[config.mk]
export PLATFORM = sky130hd
export DESIGN_NAME = bcd_modn_counter
export DESIGN_NICKNAME = d
export VERILOG_FILES = /design/src/rtl/bcd_modn_counter.sv
export SDC_FILE = /design/constraint.sdc
export NUM_CORES = 1
export LEC_CHECK = 0
export BUFFER_PORTS_ARGS = -buffer_cell sky130_fd_sc_hd__buf_2
export CAP_MARGIN = 20
export CORE_ASPECT_RATIO = 0.6
export CORE_MARGIN = 2
export CORE_UTILIZATION = 35
export CTS_CLUSTER_SIZE = 28
export DETAILED_ROUTE_END_ITERATION = 10
export SLEW_MARGIN = 20
export SYNTH_ARGS = -nofsm -noshare
export SYNTH_HDL_FRONTEND = slang
export SYNTH_SLANG_ARGS = --single-unit
[constraint.sdc]
create_clock -name ck -period 2.25 [get_ports ck]
set_input_delay 0.225 -clock ck [delete_from_list [all_inputs] [get_ports ck]]
set_output_delay 0.225 -clock ck [all_outputs]
set_load 0.005 [all_outputs]
[src/rtl/bcd_modn_counter.sv]
// bcd_modn_counter: multi-digit BCD modulo counter with up/down, checked load, and carry/borrow chaining.
// Define BCD_MODN_SATURATE_EN to pin the count at MIN_VAL/MAX_VAL instead of wrapping.
module bcd_modn_counter #(
   parameter int NDIG    = 2,
   parameter int MODULUS = 60,
   parameter int MIN_VAL = 0
) (
   input  logic            ck,
   input  logic            rst,
   input  logic            inc,
   input  logic            up_dn,
   input  logic            load,
   input  logic [4*NDIG-1:0] load_val,
   output logic [4*NDIG-1:0] count,
   output logic            carry_out,
   output logic            borrow_out,
   output logic            load_err
);
   localparam int W       = 4*NDIG;
   localparam int MAX_VAL = MIN_VAL + MODULUS - 1;

   function automatic logic [W-1:0] to_bcd(input int v);
      logic [W-1:0] r;
      int t;
      t = v;
      r = '0;
      for (int i = 0; i < NDIG; i++) begin
         r[4*i+:4] = 4'(t % 10);
         t = t / 10;
      end
      return r;
   endfunction

   localparam logic [W-1:0] MIN_BCD = to_bcd(MIN_VAL);
   localparam logic [W-1:0] MAX_BCD = to_bcd(MAX_VAL);

   logic [W-1:0]    r_count;
   logic            r_load_err;
   logic [NDIG-1:0] w_cy, w_bw, w_nib_ok;
   logic [W-1:0]    w_up, w_dn, w_wrap_up, w_wrap_dn, w_next;
   logic            w_at_max, w_at_min, w_load_ok;

   assign w_cy[0] = 1'b1;
   assign w_bw[0] = 1'b1;

   // Digit-level carry/borrow ripples within one cycle; no binary conversion.
   for (genvar d = 0; d < NDIG; d++) begin : g_dig
      assign w_up[4*d+:4] = w_cy[d] ? (r_count[4*d+:4] == 4'd9 ? 4'd0 : r_count[4*d+:4] + 4'd1)
                                    : r_count[4*d+:4];
      assign w_dn[4*d+:4] = w_bw[d] ? (r_count[4*d+:4] == 4'd0 ? 4'd9 : r_count[4*d+:4] - 4'd1)
                                    : r_count[4*d+:4];
      assign w_nib_ok[d]  = load_val[4*d+:4] <= 4'd9;
      if (d < NDIG-1) begin : g_chain
         assign w_cy[d+1] = w_cy[d] & (r_count[4*d+:4] == 4'd9);
         assign w_bw[d+1] = w_bw[d] & (r_count[4*d+:4] == 4'd0);
      end
   end

`ifdef BCD_MODN_SATURATE_EN
   assign w_wrap_up = MAX_BCD;
   assign w_wrap_dn = MIN_BCD;
`else
   assign w_wrap_up = MIN_BCD;
   assign w_wrap_dn = MAX_BCD;
`endif

   assign w_at_max  = r_count == MAX_BCD;
   assign w_at_min  = r_count == MIN_BCD;
   // With all nibbles valid, BCD vectors order the same as their decimal values.
   assign w_load_ok = (&w_nib_ok) && load_val >= MIN_BCD && load_val <= MAX_BCD;
   assign w_next    = up_dn ? (w_at_max ? w_wrap_up : w_up) : (w_at_min ? w_wrap_dn : w_dn);

   always_ff @(posedge ck) begin
      if (rst) begin
         r_count    <= MIN_BCD;
         r_load_err <= 1'b0;
      end else if (load) begin
         r_load_err <= ~w_load_ok;
         if (w_load_ok) r_count <= load_val;
      end else begin
         r_load_err <= 1'b0;
         if (inc) r_count <= w_next;
      end
   end

   assign count      = r_count;
   assign load_err   = r_load_err;
   assign carry_out  = inc & up_dn & ~load & ~rst & w_at_max;
   assign borrow_out = inc & ~up_dn & ~load & ~rst & w_at_min;
endmodule

# Yosys cells after proc, flatten, opt, wreduce, memory -nomap -nowiden
# Cells that the tools add are included.
# op_classes
n_addsub,4
reduce_logical,11
n_bitwise,12
eq_ne,5
n_mux,12
magnitude_cmp,4
# op_table
operator,n
2-to-1 mux 8 bit,6
2-to-1 mux 4 bit,6
adder 4 x 1 -> 4 bit (second input constant),2
bitwise AND 1 bit,8
equality test 4 bit (second input constant),2
equality test 8 x 7 -> 1 bit (second input constant),1
>= comparator 8 x 1 -> 1 bit (second input constant),1
less-or-equal comparator 4 bit (second input constant),2
less-or-equal comparator 8 x 7 -> 1 bit (second input constant),1
logical NOT 4 bit,2
logical NOT 8 bit,1
subtractor 4 x 1 -> 4 bit (second input constant),2
inequality test 4 x 1 -> 1 bit (second input constant),1
inverter 1 bit,4
AND reduction 2 bit,2
AND reduction 4 bit,1
nonzero test 4 bit,1
logical AND 1 bit,2
inequality test 2 x 1 -> 1 bit (second input constant),1
nonzero test 2 bit,1
OR reduction 2 bit,1
# word_totals
reg_bits,9
input_bits,13
output_inout_bits,11

# Logic depth before layout (Yosys ltp)
# depth
word_depth,7
mapped_depth,6
mapped_depth_nobuf,6

# Least setup slack after synthesis
# OpenSTA, ideal clock, no wires.
# synth_timing
kind,register -> register
startpoint,"reg r_count[0], in the netlist count[0]"
endpoint,"reg r_count[5], in the netlist count[5]"
stages_incl_launch_ff,7
path_buffers,0
slack_ns,0.511
t_required_ns,2.162
setup_ns,0.088
t_arrival_ns,1.651
path_cell_list,dfxtp_1 -> inv_1 -> ha_1 -> nor4b_1 -> or3_4 -> and2_4 -> a311oi_2
# synth_via
elab_chain_cells,5
elab_cells_between_ends,12
# synth_lines
item,line_no,rtl
from (decl),37,logic [W-1:0] r_count;
from (signal assigned),79,if (w_load_ok) r_count <= load_val;
from (signal assigned),82,if (inc) r_count <= w_next;
equality test 8 x 7 -> 1 bit / logical NOT 8 bit (equally long branches),"67, 68",
2-to-1 mux 8 bit (2 in a row),71,assign w_next = up_dn ? (w_at_max ? w_wrap_up : w_up) : (w_at_min ? w_wrap_dn : w_dn);
2-to-1 mux 8 bit,82,
2-to-1 mux 8 bit,77,end else if (load) begin
# Several ways; a longest one is shown, not always the timed one. The select of a mux whose other input is x is not followed.
# A chain may end at the register's enable or synchronous reset.

# Worst setup path in the final report
# layout_timing
startpoint,"reg r_count[0], in the netlist count[0]"
endpoint,out borrow_out
# layout_via
elab_chain_cells,2
# layout_lines
item,line_no,rtl
logical NOT 8 bit,68,assign w_at_min = r_count == MIN_BCD;
bitwise AND 1 bit,89,assign borrow_out = inc & ~up_dn & ~load & ~rst & w_at_min;
to (decl),16,"output logic borrow_out,"
# No other way between the ends.

==> flow_summary.ini <==
[route]
route.final.wire_length_um = 2230
drt_initial_violations = 44
dr_total_vias = 898
routed_wire_length_per_instance_um = 14.2
avgViaCountPerCell = 5.72
drcViolationCount = 0
route.antenna.remaining_nets = 0
firstDrtPassIters = 4

[cts]
clock-sinks = 9
cts-buffers-inserted = 3
postCtsHoldBufs = 0
htree_levels = 1
cts_tree = done
cts_root_buffer = sky130_fd_sc_hd__clkbuf_8
post_cts_resized = 0
clk_transition_reported_paths_ns = 0.05
clock_latency_ns = 0.24
postCtsSetupBuffers = 0
clockBufferDepth = 2

[timing]
max_freq_mhz = 508
final_count_of_pins_violating_max_slew = 0
finalWorstPathRequiredPeriod_ns = 1.97
timing.slew.headroom = 0.665
finalSetupTns_ns = 0
worst_pin_slew_ns = 0.496
hold_viol = 0
rsz_0062_raised_after_global_routing = no
min_period_over_period = 0.874
timing.clock.skew_ns = 0.00652
finalSetupViolCount = 0

[global_route]
groute.usage.overall = 0.168
initial_antenna_violation_count = 0
first_pass_grt_wire_length_um = 3590
first_global_vias = 756
grt_start_max_net_pins = 21
grt_remaining_overflow = 0

[logic_synthesis]
yosys_most_used_dff = sky130_fd_sc_hd__dfxtp_1
synth_area_per_cell_um2 = 7.61
synth-warning-count = 0
netlist_instances = 109
synth_nets = 125
ys_seq_elements = 9
synth.cell_area_um2 = 830
synth.yosys.seq_area_share = 0.217
count_of_unique_library_cells_instantiated_by_yosys = 47
synth_async_sr_flop_share = 0
synth_edf_count = 0

[power_and_ir_drop]
power_density_nw_per_um2 = 547
ir_worst_vdd_mv = 0.160
design_power_total_w = 0.000533
p_leak_nw = 0.387

[place]
place_hpwl_um = 1680
globalplace.congestion = 0.874
io_buffer_count = 23

[worst_setup_path]
timing.reg2reg.setup_slack_ns = 0.31
worstPathRequired_ns = 2.03
worst-path-max-fanout = 8
reg2regPathDepth = 6
r2r-start = count[0]
critical_path.reg2reg.endpoint = count[5]
critical_path_class = reg2out
cp.arrival_ns = 1.74
crit_end = borrow_out
worst_setup_path_end_kind = output pin
worstSetupStartpointType = flip-flop
crit_path_start = count[0]

[finish]
layout.nets = 144
commonest_non_fill_non_tap_cell_in_the_layout = sky130_fd_sc_hd__buf_2
antenna-diode-count = 0
drive_above_1_share = 0.260
area_growth_syn_to_layout_pct = 17.5
layout_common_cells = sky130_fd_sc_hd__buf_2 (23), sky130_fd_sc_hd__nor2_1 (13), sky130_fd_sc_hd__a21oi_1 (9), sky130_fd_sc_hd__dfxtp_1 (9), sky130_fd_sc_hd__inv_1 (6)

[floorplanning]
rows = 13
core_area_um2 = 2200
boundaryPins = 24
floorplan.die_area_um2 = 2790
die-width_um = 66.9
floorplan.die.height_um = 41.7
initial_cell_density_of_the_core = 0.378

[hold_path]
holdCritStartpoint = load_val[4]
hold_class = in2reg

[status]
status = complete, no violations

[run]
max_cap_viols = 0
-- state kept, by name, indices dropped and copies added, names as in the netlist --
name / count
count: 8
load_err: 1
-- critical path: stages (launching register included) --
cell and delay [ns]:
sky130_fd_sc_hd__dfxtp_1 0.38, sky130_fd_sc_hd__inv_1 0.08, sky130_fd_sc_hd__ha_1 0.26, sky130_fd_sc_hd__nor3b_1 0.34, sky130_fd_sc_hd__nand3_1 0.11, sky130_fd_sc_hd__nor3_1 0.18, sky130_fd_sc_hd__buf_2 0.14
-- routing by layer --
layer  vias up  part of all wire  track usage  wire (µm)
li1        441                 -            -          -
met1       421              0.53        0.266       1190
met2        31              0.38        0.218        853
met3         5             0.064       0.0217        142
met4         0             0.019       0.0735         43
met5         -                 0            0          0
-- through the flow --
step,worst slack [ns],hold WS (ns),utilization,cells,area [µm²]
CTS,0.276,0.301,0.444,157,975
detailed placement,0.337,0.547,0.423,153,930
finish,0.283,0.304,0.444,157,975
floorplan,0.511,0.417,-,109,830
global placement,0.436,0.542,0.423,153,930
global route,0.119,0.324,0.444,157,975
-- where the power goes --
part / switching [W] / leakage (nW) / internal [W]
logic: 0.0000771 / 0.291 / 0.0000662
registers: 0.0000256 / 0.0740 / 0.000171
clock network: 0.0000691 / 0.0228 / 0.000124
-- cells by family (layout without fill, tap and decap cells) --
family                   Yosys count  count (layout)  share of synthesized area
adder cells (fa/ha/maj)            3               3                     0.0453
flip-flops                         9               9                      0.217
AND/OR/NAND/NOR                   44              44                      0.306
buffers and inverters             15              33                     0.0905
AO/OA/AOI/OAI                     36              36                      0.320
XOR/XNOR                           2               2                     0.0211
-- how the worst min path moves through the flow --
stage,depth (start not counted),slack [ns],to
after global routing,3,0.32,count[4]
final,3,0.30,count[4]
after detailed placement,2,0.55,count[4]
after global placement,2,0.54,count[0]
after floorplan,2,0.42,load_err
after CTS,2,0.30,count[4]
-- synthesized netlist by cell type, drive strengths merged (2+ instances only) --
library cell	count	area, µm²
nand2	4	15.0
dfxtp	9	180
xnor2	2	17.5
a21oi	9	45.0
nand3	4	20.0
a22oi	3	22.5
clkbuf	3	11.3
o21ai	5	25.0
nand2b	5	31.3
and2	2	15.0
ha	3	37.5
nor3	2	10.0
or2	2	12.5
buf	6	41.3
inv	6	22.5
a311oi	4	47.6
nor2	13	48.8
a31oi	2	12.5
-- area by class of cell --
| cell class | count | area (µm²) |
|---|---|---|
| Clock buffer | 4 | 45.0 |
| Fill cell | 242 | 1220 |
| Inverter | 6 | 22.5 |
| Multi-Input combinational cell | 85 | 574 |
| Sequential cell | 9 | 180 |
| Tap cell | 30 | 37.5 |
| Timing Repair Buffer | 23 | 115 |
No activity file was read; power rests on OpenSTA's default activity.
